`src/rtl/hdmi_tmds_encoder.sv`:
```
// HDMI TMDS encoder: derives DE/HSYNC/VSYNC from the upscaler counters and
// emits three DVI 8b/10b symbol streams with running disparity.
module hdmi_tmds_encoder #(
  parameter logic [9:0] SCREEN_WIDTH  = 10'd720,
  parameter logic [9:0] SCREEN_HEIGHT = 10'd480,
  parameter logic [9:0] HSYNC_START   = 10'd736,
  parameter logic [9:0] HSYNC_END     = 10'd798,
  parameter logic [9:0] VSYNC_START   = 10'd489,
  parameter logic [9:0] VSYNC_END     = 10'd495,
  parameter logic       SYNC_ACTIVE   = 1'b0
) (
  input  logic        clk_h,
  input  logic        rst_h,
  input  logic [9:0]  hx,
  input  logic [9:0]  hy,
  input  logic [23:0] rgb_h,
  output logic [9:0]  tmds_ch0,
  output logic [9:0]  tmds_ch1,
  output logic [9:0]  tmds_ch2,
  output logic        de_o
);

  localparam logic [9:0] CTL_00 = 10'h354;
  localparam logic [9:0] CTL_01 = 10'h0AB;
  localparam logic [9:0] CTL_10 = 10'h154;
  localparam logic [9:0] CTL_11 = 10'h2AB;

  function automatic logic [3:0] pop8(input logic [7:0] d);
    logic [3:0] n;
    n = '0;
    for (int i = 0; i < 8; i++)
      n = n + {3'b000, d[i]};
    return n;
  endfunction

  function automatic logic [8:0] min_trans(input logic [7:0] d);
    logic [3:0] n;
    logic       xn;
    logic [8:0] q;
    n    = pop8(d);
    xn   = (n > 4'd4) || (n == 4'd4 && !d[0]);
    q    = '0;
    q[0] = d[0];
    for (int i = 1; i < 8; i++)
      q[i] = xn ? ~(q[i-1] ^ d[i]) : (q[i-1] ^ d[i]);
    q[8] = ~xn;
    return q;
  endfunction

  function automatic logic [9:0] ctl_sym(input logic [1:0] c);
    logic [9:0] s;
    unique case (c)
      2'b00: s = CTL_00;
      2'b01: s = CTL_01;
      2'b10: s = CTL_10;
      2'b11: s = CTL_11;
    endcase
    return s;
  endfunction

  logic t_vld, t_de, t_hs, t_vs;

  always_ff @(posedge clk_h or negedge rst_h) begin
    if (!rst_h) begin
      t_vld <= 1'b0;
      t_de  <= 1'b0;
      t_hs  <= ~SYNC_ACTIVE;
      t_vs  <= ~SYNC_ACTIVE;
    end else begin
      t_vld <= 1'b1;
      t_de  <= (hx < SCREEN_WIDTH) && (hy < SCREEN_HEIGHT);
      t_hs  <= (hx >= HSYNC_START && hx < HSYNC_END)
               ? SYNC_ACTIVE : ~SYNC_ACTIVE;
      t_vs  <= (hy >= VSYNC_START && hy < VSYNC_END)
               ? SYNC_ACTIVE : ~SYNC_ACTIVE;
    end
  end

  logic       s_vld, s_de;
  logic [1:0] s_ctl;

  always_ff @(posedge clk_h or negedge rst_h) begin
    if (!rst_h) begin
      s_vld <= 1'b0;
      s_de  <= 1'b0;
      s_ctl <= {~SYNC_ACTIVE, ~SYNC_ACTIVE};
      de_o  <= 1'b0;
    end else begin
      s_vld <= t_vld;
      s_de  <= t_de;
      s_ctl <= {t_vs, t_hs};
      de_o  <= s_vld && s_de;
    end
  end

  logic [7:0] byte_in [3];
  logic [9:0] sym     [3];

  assign byte_in[0] = rgb_h[7:0];
  assign byte_in[1] = rgb_h[15:8];
  assign byte_in[2] = rgb_h[23:16];

  for (genvar c = 0; c < 3; c++) begin : g_ch
    logic [8:0]        qm_d, qm;
    logic [3:0]        n1, n0;
    logic [1:0]        ctl;
    logic signed [4:0] cnt, cnt_nx, diff, two_q, two_nq;
    logic [9:0]        sym_q, sym_nx;

    assign qm_d = min_trans(byte_in[c]);
    assign ctl  = (c == 0) ? s_ctl : 2'b00;

    always_ff @(posedge clk_h or negedge rst_h) begin
      if (!rst_h) begin
        qm <= '0;
        n1 <= '0;
        n0 <= '0;
      end else begin
        qm <= qm_d;
        n1 <= pop8(qm_d[7:0]);
        n0 <= 4'd8 - pop8(qm_d[7:0]);
      end
    end

    assign diff   = $signed({1'b0, n1}) - $signed({1'b0, n0});
    assign two_q  = qm[8] ? 5'sd2 : 5'sd0;
    assign two_nq = qm[8] ? 5'sd0 : 5'sd2;

    // Pipeline not yet filled: hold the reset symbol and zero disparity
    always_comb begin
      sym_nx = CTL_00;
      cnt_nx = '0;
      if (!s_vld) begin
        sym_nx = CTL_00;
      end else if (!s_de) begin
        sym_nx = ctl_sym(ctl);
      end else if (cnt == 0 || n1 == n0) begin
        sym_nx = {~qm[8], qm[8], qm[8] ? qm[7:0] : ~qm[7:0]};
        cnt_nx = qm[8] ? cnt + diff : cnt - diff;
      end else if ((cnt > 0 && n1 > n0) || (cnt < 0 && n0 > n1)) begin
        sym_nx = {1'b1, qm[8], ~qm[7:0]};
        cnt_nx = cnt + two_q - diff;
      end else begin
        sym_nx = {1'b0, qm[8], qm[7:0]};
        cnt_nx = cnt - two_nq + diff;
      end
    end

    always_ff @(posedge clk_h or negedge rst_h) begin
      if (!rst_h) begin
        sym_q <= CTL_00;
        cnt   <= '0;
      end else begin
        sym_q <= sym_nx;
        cnt   <= cnt_nx;
      end
    end

    assign sym[c] = sym_q;
  end

  assign tmds_ch0 = sym[0];
  assign tmds_ch1 = sym[1];
  assign tmds_ch2 = sym[2];

endmodule

```
`config.mk`:
```
export PLATFORM = sky130hd
export DESIGN_NAME = hdmi_tmds_encoder
export DESIGN_NICKNAME = d
export VERILOG_FILES = /design/src/rtl/hdmi_tmds_encoder.sv
export SDC_FILE = /design/constraint.sdc
export NUM_CORES = 1
export LEC_CHECK = 0
export CAP_MARGIN = 20
export CORE_MARGIN = 2
export CORE_UTILIZATION = 50
export DETAILED_ROUTE_END_ITERATION = 10
export GPL_TIMING_DRIVEN = 0
export PLACE_DENSITY_LB_ADDON = 0.12
export SYNTH_ARGS = -nofsm -noshare
export SYNTH_HDL_FRONTEND = slang
export SYNTH_SLANG_ARGS = --single-unit
```
`constraint.sdc`:
```
create_clock -name clk_h -period 4.9 [get_ports clk_h]
set_clock_uncertainty 0.05 [all_clocks]
set_input_delay 0.49 -clock clk_h [delete_from_list [all_inputs] [get_ports clk_h]]
set_output_delay 0.49 -clock clk_h [all_outputs]
set_load 0.005 [all_outputs]
```
==> results by group <==
Run status
  – Status: finished, violations left
  – Failing checks: negative hold slack, negative setup slack

Drt
  – Routed WL: 13,550 um
  – 1st-iter DRT viols: 223
  – DRC viols: 0
  – Routed Antenna Nets: 0
  – Wire per inst: 13.67 um
  – Vias/cell: 5.007
  – Pre-Repair DR Iteration Count: 4
  – Routed vias: 4,962

Cells and area
  – Post-layout util: 64.58%
  – Final nets: 971
  – Share of layout cells above drive strength 1: 19.98%
  – Count of non-filler cells in the finished layout: 991
  – Diodes inserted: 0
  – Area Overhead vs Synth: 26.21%

Global routing
  – Initial antenna violation count: 0
  – Number of global-route vias before repair: 5,196
  – Largest net degree at the start of global routing: 77
  – First-pass GRT wire length: 23,270 um
  – Total grt overflow: 0
  – GRT Util Overall: 19.39%

Critical path
  – Worst r2r src: g_ch[2].n1[1]
  – Worst path bufs/invs: 8
  – WS Path Type: input pin to flop
  – Max incr delay on CP: 540 ps
  – Crit path DAT: 6220 ps
  – Crit. Startpoint: rgb_h[1]
  – Critical Path Fanout Max: 2
  – CP top delay family: adder cells
  – Worst EP required: 5110 ps
  – Startpoint types: input pin
  – Crit end category: flop
  – Cell mode on critical path: fa_1
  – CP cell instances: buf_8, inv_4, fa_1, fa_1, fa_1, inv_1, ha_2, fa_1, nor3_2, o21ai_1, a21oi_2, buf_4, xnor2_2, inv_1, fa_1, fa_1, inv_2, fa_1, ha_2, inv_2, fa_2, inv_2, nor3_4, xor2_1
  – CP max stage cell: fa_1

Clock tree
  – CTS tree: done
  – Total clock sinks: 99
  – Clock Tree Buf Depth: 2
  – Worst skew pair latency: 350 ps
  – Worst-path clk slew: 70 ps
  – Cts hold-fix bufs: 0
  – H-tree levels: 3
  – Clk Tree Root Cell: clkbuf_16
  – CTS buffer count: 9

Yosys
  – Sequential area share after synthesis: 35.21%
  – Synth Area in Adders: 24.98%
  – Post-synthesis mux area share: 0.4228%
  – Post-synth cell types: 58
  – Mapped Cells: 688
  – Most common library cells after synthesis: inv_1, ha_1, dfrtp_1
  – Number of flops mapped to enable cells by yosys: 0
  – Ys Warns: 0
  – Synth area leader: dfrtp_1
  – Compound-gate portion of the synthesized area: 9.565%
  – Main synth FF type: dfrtp_1
  – Main combinational cell family by area after synthesis: adder cells
  – Count leader, synth: inv_1
  – Async SR Flop Fraction: 100.0%
  – Post-synthesis register bit count: 99
  – Area contributors post-synth: dfrtp_1, ha_1, fa_1
  – Syn Std Cell Area: 7103 um^2
  – Post-Syn Nets: 853
  – Avg Synthesized Cell Area: 10.32 um^2
  – XOR/XNOR share of the synthesized area: 12.88%
  – Simple logic cell fraction of the synthesized area: 9.635%
  – Top cell type's share of synthesized area: 28.18%

Die
  – Number of cell rows: 43
  – Boundary Pins: 77
  – Initial Utilization: 51.17%
  – Die Area: 15,180 um^2
  – Core area: 13,880 um^2
  – Die H: 123.2 um
  – Die extent in x: 123.2 um

STA
  – Post-Route Setup TNS: -15,400 ps
  – RSZ-0062 raised after global routing: true
  – Hold_ws: -3.644 ps
  – Fmax: 166.5 MHz
  – Final worst path period share: 122.6%
  – Worst-Margin Slew: 666.4 ps
  – Final Max Tran Viols: 0
  – Final-report setup violation count: 18
  – Final Hold Vio Count: 5
  – Worst relative slew slack: 55.11%
  – Minimum clock period: 6007 ps
  – Final setup margin: -1107 ps

Placed design
  – Hpwl dp: 10,430 um
  – Port-buffer cells: 75
  – Placed cells: 944
  – DP Worst Slack: -2162 ps
  – GPL Wtd Cong: 0.8671

Job
  – Maxcap violations: 0

Min path
  – Hold Path Class: input pin to asynchronous set/reset pin
-- path summary, 6_finish.rpt --
| path | to | slack [ps] | cells past startpoint |
|---|---|---|---|
| min in group clk_h | s_vld | 300 | 0 |
| max | g_ch[0].n0[3] | -1110 | 24 |
| min | tmds_ch0[0] | -4 | 1 |
| max reg2reg | g_ch[2].cnt[4] | 1580 | 14 |
| min reg2reg | s_vld | 300 | 0 |
| max in group asynchronous | tmds_ch2[8] | 4090 | 2 |
-- cell type report --
cell class	count	area, um^2
timing repair buffer	107	1056
multi-input combinational	459	4369
tap	180	225.2
clock buffer	10	229.0
buffer	13	76.32
clock inverter	6	42.54
fill	1112	4916
sequential	99	2501
inverter	117	465.4
-- metrics by stage --
stage,cell area (um^2),hold WS [ps]
after floorplan,7209,144.4
after detailed placement,8210,284.7
after CTS,8787,1.861
final,8965,-3.644
after global routing,8965,17.83
after global placement,8185,282.9
-- per-layer routing --
metal / wire length, um / global-route usage (%)
met1: 6132 / 25.20
met2: 6897 / 33.41
met3: 322 / 2.721
met4: 198 / 6.250
met5: 0 / 0
-- logic make-up after synthesis --
logic type               after synthesis
other                                  1
AO/OA/AOI/OAI                        113
AND/OR/NAND/NOR                      128
flip-flops                            99
buffers and inverters                130
XOR/XNOR                              95
multiplexers                           3
adder cells (fa/ha/maj)              119
-- layout by cell type, fill, tap and decap left out, types with 15 or more instances in the layout --
master	count
nand3_1	15
clkdlybuf4s50_1	63
o21ai_0	30
xnor2_2	15
inv_1	100
xor2_1	32
dfrtp_1	80
a21oi_1	33
buf_4	30
ha_1	72
nand2_1	28
dfstp_2	19
fa_1	33
nor2_1	20
xnor2_1	43
-- state kept, by name (all words and copies together), names as in the netlist --
| register | count |
|---|---|
| tmds_ch2 | 10 |
| de_o | 1 |
| g_ch.n1 | 9 |
| t_hs | 1 |
| g_ch.ctl | 2 |
| t_de | 1 |
| s_vld | 1 |
| tmds_ch0 | 10 |
| t_vld | 1 |
| g_ch.n0 | 9 |
| g_ch.cnt | 15 |
| g_ch.qm | 27 |
| s_de | 1 |
| tmds_ch1 | 10 |
| t_vs | 1 |
-- what timing repair did --
action                     4_1_cts  5_1_grt
pin swaps                       44       43
gates resized for setup         86       27
setup buffers                   24        7
setup endpoints to repair       18       18
Power is not shown: default switching activity piles up to over one toggle a cycle in this logic, so the estimate is an artifact.
